**config.mk**
```make
export PLATFORM = sky130hd
export DESIGN_NAME = cmd_line_exec
export DESIGN_NICKNAME = d
export VERILOG_FILES = /design/src/rtl/cmd_line_exec.sv
export SDC_FILE = /design/constraint.sdc
export NUM_CORES = 1
export LEC_CHECK = 0
export CORE_MARGIN = 3
export CORE_UTILIZATION = 58
export CTS_CLUSTER_SIZE = 28
export DETAILED_ROUTE_END_ITERATION = 7
export PLACE_DENSITY = 0.85
export SETUP_SLACK_MARGIN = 0.1
export SLEW_MARGIN = 20
export SYNTH_ARGS = -nofsm -noshare
export SYNTH_HDL_FRONTEND = slang
export SYNTH_SLANG_ARGS = --single-unit
```
**constraint.sdc**
```tcl
create_clock -name clk -period 3.05 [get_ports clk]
set_input_delay 0.61 -clock clk [delete_from_list [all_inputs] [get_ports clk]]
set_output_delay 0.61 -clock clk [all_outputs]
set_load 0.005 [all_outputs]
```
**src/rtl/cmd_line_exec.sv**
```systemverilog
`default_nettype none
// ============================================================================
// Module   : cmd_line_exec
// Purpose  : Parses LF-terminated ASCII command lines from a byte stream and
//            executes AAA/BBB/WAIT/DONE on the a/b/done outputs.
// Revision : 1.0 - initial release
// ============================================================================
module cmd_line_exec #(
    parameter int NAME_LEN = 4,
    parameter int PARAM_W  = 8
) (
    input  logic       clk,
    input  logic       rst,
    input  logic       rx_valid,
    input  logic [7:0] rx_data,
    output logic       rx_ready,
    output logic [4:0] a,
    output logic       b,
    output logic       busy,
    output logic       done,
    output logic       err
);

    localparam int         NW   = 8 * NAME_LEN;
    localparam int         LW   = $clog2(NAME_LEN + 1);
    localparam logic [7:0] C_SP = 8'h20;
    localparam logic [7:0] C_LF = 8'h0A;
    localparam logic [7:0] C_CR = 8'h0D;

    typedef enum logic [2:0] {
        S_NAME  = 3'd0,
        S_PARAM = 3'd1,
        S_SKIP  = 3'd2,
        S_EXEC  = 3'd3,
        S_WAIT  = 3'd4,
        S_DONE  = 3'd5
    } state_t;

    state_t             state_q, state_d;
    logic [NW-1:0]      name_q, name_d;
    logic [LW-1:0]      len_q, len_d;
    logic [PARAM_W-1:0] acc_q, acc_d;
    logic [PARAM_W-1:0] p0_q, p0_d;
    logic [PARAM_W-1:0] p1_q, p1_d;
    logic [PARAM_W-1:0] cnt_q, cnt_d;
    logic [1:0]         idx_q, idx_d;
    logic               dig_seen_q, dig_seen_d;
    logic               bad_q, bad_d;
    logic [4:0]         a_q, a_d;
    logic               b_q, b_d;
    logic               done_q, done_d;
    logic               err_q, err_d;

    logic               w_take;
    logic               w_is_dig;
    logic               w_is_print;
    logic               w_commit;
    logic [31:0]        w_name32;
    logic               w_is_aaa, w_is_bbb, w_is_wait, w_is_done;
    logic               w_known;
    logic               w_empty;

    assign rx_ready   = (state_q == S_NAME) || (state_q == S_PARAM) || (state_q == S_SKIP);
    assign busy       = ~rx_ready;
    assign a          = a_q;
    assign b          = b_q;
    assign done       = done_q;
    assign err        = err_q;

    assign w_take     = rx_valid & rx_ready;
    assign w_is_dig   = (rx_data >= 8'h30) && (rx_data <= 8'h39);
    assign w_is_print = (rx_data > C_SP) && (rx_data < 8'h7F);

    // Name is shifted in from the right, so the last char sits in the low byte
    assign w_name32   = 32'(name_q);
    assign w_is_aaa   = (int'(len_q) == 3) && (w_name32[23:0] == "AAA");
    assign w_is_bbb   = (int'(len_q) == 3) && (w_name32[23:0] == "BBB");
    assign w_is_wait  = (int'(len_q) == 4) && (w_name32 == "WAIT");
    assign w_is_done  = (int'(len_q) == 4) && (w_name32 == "DONE");
    assign w_known    = w_is_aaa | w_is_bbb | w_is_wait | w_is_done;
    assign w_empty    = (len_q == '0);

    always_comb begin
        state_d    = state_q;
        name_d     = name_q;
        len_d      = len_q;
        acc_d      = acc_q;
        p0_d       = p0_q;
        p1_d       = p1_q;
        cnt_d      = cnt_q;
        idx_d      = idx_q;
        dig_seen_d = dig_seen_q;
        bad_d      = bad_q;
        a_d        = a_q;
        b_d        = b_q;
        done_d     = done_q;
        err_d      = 1'b0;
        w_commit   = 1'b0;

        case (state_q)
            S_NAME: begin
                if (w_take && rx_data != C_CR) begin
                    if (rx_data == C_LF) begin
                        state_d = S_EXEC;
                        err_d   = !w_empty && !w_known;
                    end else if (rx_data == C_SP) begin
                        if (!w_empty) state_d = S_PARAM;
                    end else if (w_is_print && int'(len_q) < NAME_LEN) begin
                        name_d = (name_q << 8) | NW'(rx_data);
                        len_d  = len_q + LW'(1);
                    end else begin
                        bad_d   = 1'b1;
                        state_d = S_SKIP;
                    end
                end
            end
            S_PARAM: begin
                if (w_take && rx_data != C_CR) begin
                    if (rx_data == C_LF) begin
                        w_commit = 1'b1;
                        state_d  = S_EXEC;
                        err_d    = bad_q || !w_known;
                    end else if (w_is_dig) begin
                        acc_d      = acc_q * PARAM_W'(10) + PARAM_W'(rx_data[3:0]);
                        dig_seen_d = 1'b1;
                    end else if (rx_data == C_SP) begin
                        w_commit = 1'b1;
                    end else begin
                        bad_d   = 1'b1;
                        state_d = S_SKIP;
                    end
                end
            end
            S_SKIP: begin
                if (w_take && rx_data == C_LF) begin
                    state_d = S_EXEC;
                    err_d   = 1'b1;
                end
            end
            S_EXEC: begin
                state_d = S_NAME;
                if (!bad_q && w_known) begin
                    if (w_is_aaa) a_d = {1'b0, p0_q[3:0]} + {1'b0, p1_q[3:0]};
                    if (w_is_bbb) b_d = p0_q[0];
                    if (w_is_wait && p0_q != '0) begin
                        cnt_d   = p0_q;
                        state_d = S_WAIT;
                    end
                    if (w_is_done) begin
                        done_d  = 1'b1;
                        state_d = S_DONE;
                    end
                end
                name_d     = '0;
                len_d      = '0;
                acc_d      = '0;
                p0_d       = '0;
                p1_d       = '0;
                idx_d      = '0;
                dig_seen_d = 1'b0;
                bad_d      = 1'b0;
            end
            S_WAIT: begin
                cnt_d = cnt_q - PARAM_W'(1);
                if (cnt_q == PARAM_W'(1)) state_d = S_NAME;
            end
            S_DONE: begin
                state_d = S_DONE;
            end
            default: begin
                state_d = S_NAME;
            end
        endcase

        // A param ends only if it had digits; params past the second are dropped
        if (w_commit && dig_seen_q) begin
            if (idx_q == 2'd0) p0_d = acc_q;
            if (idx_q == 2'd1) p1_d = acc_q;
            if (idx_q != 2'd3) idx_d = idx_q + 2'd1;
            acc_d      = '0;
            dig_seen_d = 1'b0;
        end
    end

    always_ff @(posedge clk) begin
        if (rst) begin
            state_q    <= S_NAME;
            name_q     <= '0;
            len_q      <= '0;
            acc_q      <= '0;
            p0_q       <= '0;
            p1_q       <= '0;
            cnt_q      <= '0;
            idx_q      <= '0;
            dig_seen_q <= 1'b0;
            bad_q      <= 1'b0;
            a_q        <= '0;
            b_q        <= 1'b0;
            done_q     <= 1'b0;
            err_q      <= 1'b0;
        end else begin
            state_q    <= state_d;
            name_q     <= name_d;
            len_q      <= len_d;
            acc_q      <= acc_d;
            p0_q       <= p0_d;
            p1_q       <= p1_d;
            cnt_q      <= cnt_d;
            idx_q      <= idx_d;
            dig_seen_q <= dig_seen_d;
            bad_q      <= bad_d;
            a_q        <= a_d;
            b_q        <= b_d;
            done_q     <= done_d;
            err_q      <= err_d;
        end
    end

endmodule
`default_nettype wire

```
==> reports/summary.txt <==
grt ovf: 0
top cell type's share of synthesized area: 37.1%
Pins Over Slew Limit: 0
Max Fclk: 372 MHz
total track usage: 26.8%
final hold slack: 0.460 ns
area leader, netlist: dfxtp_1
Layout Nets: 576
GP Congestion: 0.992
Critical Path, Cell by Cell: clkdlybuf4s50_1 > or3_1 > or4_1 > nand3_2 > nand3b_1 > a21o_1 > buf_12 > nand2_1 > a21oi_1
met1 WL: 4800 um
average size of a mapped cell: 8.03 um^2
slew margin rel.: 56.7%
Root Driver: clkbuf_8
R2R setup slack: 0.39 ns
CP required: 3.33 ns
met3 wire len: 928 um
Post-CTS Setup Bufs: 0
Power Dens Cells: 430 nW/um^2
async set-reset flop share out of synthesis: 0%
max layer used: met4
antenna-violating nets left: 0
ANT cells: 0
Min Clock Period, post-route: 2.69 ns
first-pass GRT wire length: 18100 um
crit path DAT: 2.97 ns
MaxCap Viol Count: 0
Worst Hold Class: flip-flop to flip-flop
worst r2r dst: cnt_q[5]$_SDFFE_PP0P_
Die ar.: 8310 um^2
final setup vio count: 0
VDD IR max: 0.000201 V
hold_buf cts: 0
Initial Utilization: 60.9%
Syn Inst Count: 524
largest net degree at the start of global routing: 50
Synth Cell Area: 4210 um^2
row count: 30
Post-Syn Nets: 560
DRT Pass-1 Iters: 6
Post-synth EDFFs: 0
Startpoint Class: input pin
PortBufs: 20
WL final: 10800 um
slowest stage delay, CP: 0.49 ns
Clock Skew: 0.00856 ns
CTS Buf Count: 9
synth warn: 0
1st-iter DRT viols: 422
dpl cells: 625
endpoint type of the worst setup path: flip-flop
Vias: 4077
DP HPWL: 7380 um
R2R cell count: 9
initial antenna violation count: 0
post_cts resized: 0
I/O pin cnt: 21
CP bufs+invs: 2
Tot Pwr: 2.02 mW
worst-skew pair later-pin latency: 0.36 ns
TritonCTS clock tree: done
final hold vios: 0
share of layout cells above drive strength 1: 7.71%
Netlist cell types: 60
register bit total from synthesis: 78
leak pwr: 1.68 nW
CP top delay family: simple AND/OR/NAND/NOR gates
die span in y: 91.2 um
CP max-delay cell: or4_1
Synth area leaders: dfxtp_1 37%, a21oi_1 8.1%, nand3_1 7.5%, nand2_1 7.0%, ha_1 6.5%
unrepaired setup endpoints after global routing: no
vias in the first global route: 3717
maximum fanout along the worst path: 34
number of cells on the critical path: 9
pre-CTS setup slack: 0.0552 ns
overall die width: 91.2 um
clock sink count: 78
Seq/Total Area, Yosys: 37.1%
most frequent cells after synthesis: 78 x dfxtp_1, 78 x nand2_1, 68 x a21oi_1, 63 x nand3_1, 25 x nor2_1
Via-to-Cell Ratio: 6.36
Worst Setup Path Type: input pin to flip-flop
clock-pin slew on the worst setup and hold paths: 0.08 ns
status: finished, final reports clean
CTS Buffer Depth: 2
synth-to-layout area growth: 11.7%
# DRC: 0
Layout Cells excl Fill: 641
final worst-path cycle share: 88.2%
met2 routed WL: 4830 um
setup TNS: 0 ns
core area: 6910 um^2
Worst setup startpoint: rx_data[7]
Worst Max-Slew Pin Slew: 0.633 ns
most common flop cell mapped by yosys: dfxtp_1
Routed wire per std cell: 16.8 um
H-tree Lvls: 3
worst r2r src: len_q[0]$_SDFFE_PP0P_
CP endpoint: name_q[0]$_SDFFE_PP0P_
setup ws final: 0.361 ns
how the worst min path moves through the flow:
stage                            start                       to  slack [ns]  cells after the start
6_report       name_q[26]$_SDFFE_PP0P_  name_q[26]$_SDFFE_PP0P_        0.46                      2
4_1_cts        name_q[31]$_SDFFE_PP0P_  name_q[31]$_SDFFE_PP0P_        0.46                      2
3_3_place_gp   name_q[31]$_SDFFE_PP0P_  name_q[31]$_SDFFE_PP0P_        0.44                      2
3_5_place_dp   name_q[31]$_SDFFE_PP0P_  name_q[31]$_SDFFE_PP0P_        0.45                      2
2_1_floorplan  name_q[30]$_SDFFE_PP0P_  name_q[30]$_SDFFE_PP0P_        0.43                      2
5_1_grt        name_q[26]$_SDFFE_PP0P_  name_q[26]$_SDFFE_PP0P_        0.50                      2
metrics by stage:
stage                     cell area [um^2]  util, %
final                                 4700     68.0
after detailed placement              4510     65.4
after global routing                  4700     68.0
after floorplan                       4210        -
after global placement                4510     65.4
after CTS                             4700     68.0
cell usage in the layout (no fill, tap or decap), drive strengths merged, types with 5 or more instances in the layout:
master / netlist / layout
dfxtp: 78 / 78
nand2: 78 / 78
a21oi: 70 / 70
nand3: 65 / 65
nor2: 25 / 25
ha: 22 / 22
inv: 19 / 20
clkdlybuf4s50: 0 / 19
buf: 11 / 15
o21ai: 14 / 14
nor3: 12 / 12
clkbuf: 18 / 12
nor4: 11 / 11
xnor2: 8 / 8
nand4: 7 / 7
a21o: 7 / 7
or3: 6 / 6
o32ai: 6 / 6
mux2i: 5 / 5
state kept, by name, indices dropped and copies added, names as in the netlist, 2 cells and up:
name,cells
p1_q,4
len_q,3
idx_q,2
name_q,32
a,5
cnt_q,8
p0_q,8
state_q,3
acc_q,8
logic make-up (layout without fill, tap and decap cells):
| family | after synthesis | count (layout) | share of synthesized area, % |
|---|---|---|---|
| simple gates | 231 | 231 | 27.8 |
| compound gates | 126 | 126 | 18.6 |
| flops | 78 | 78 | 37.1 |
| buf+inv | 48 | 69 | 5.05 |
| fa+ha+maj | 25 | 25 | 7.97 |
| xor+xnor | 11 | 11 | 2.29 |
| mux | 5 | 5 | 1.19 |
layout make-up:
cell class,count,area (um^2)
Fill cell,590,2210
Multi-Input combinational cell,398,2440
Clock inverter,4,30.0
Timing Repair Buffer,34,325
Tap cell,96,120
Clock buffer,12,155
Sequential cell,78,1560
Inverter,19,71.3
where the power goes:
part	internal (mW)	switching [mW]
combinational	0.0833	0.141
sequential	1.04	0.0332
clock	0.343	0.382
total	1.46	0.557
worst register-to-register path: stages (launching register included):
cell     delay, ns
dfxtp_1       0.33
inv_1         0.08
ha_1          0.23
and4b_1       0.22
nand3_2       0.11
nor4_2        0.56
o21ai_1       0.21
a21oi_4       0.33
o22ai_2       0.20
o32ai_1       0.31
per-layer routing:
layer / vias to the layer above / track usage (%)
met5: - / 0
met4: 0 / 8.42
met3: 21 / 4.97
met2: 204 / 41.3
met1: 1931 / 37.9
li1: 1921 / -
Note: power is estimated with default switching activity, not from simulation.
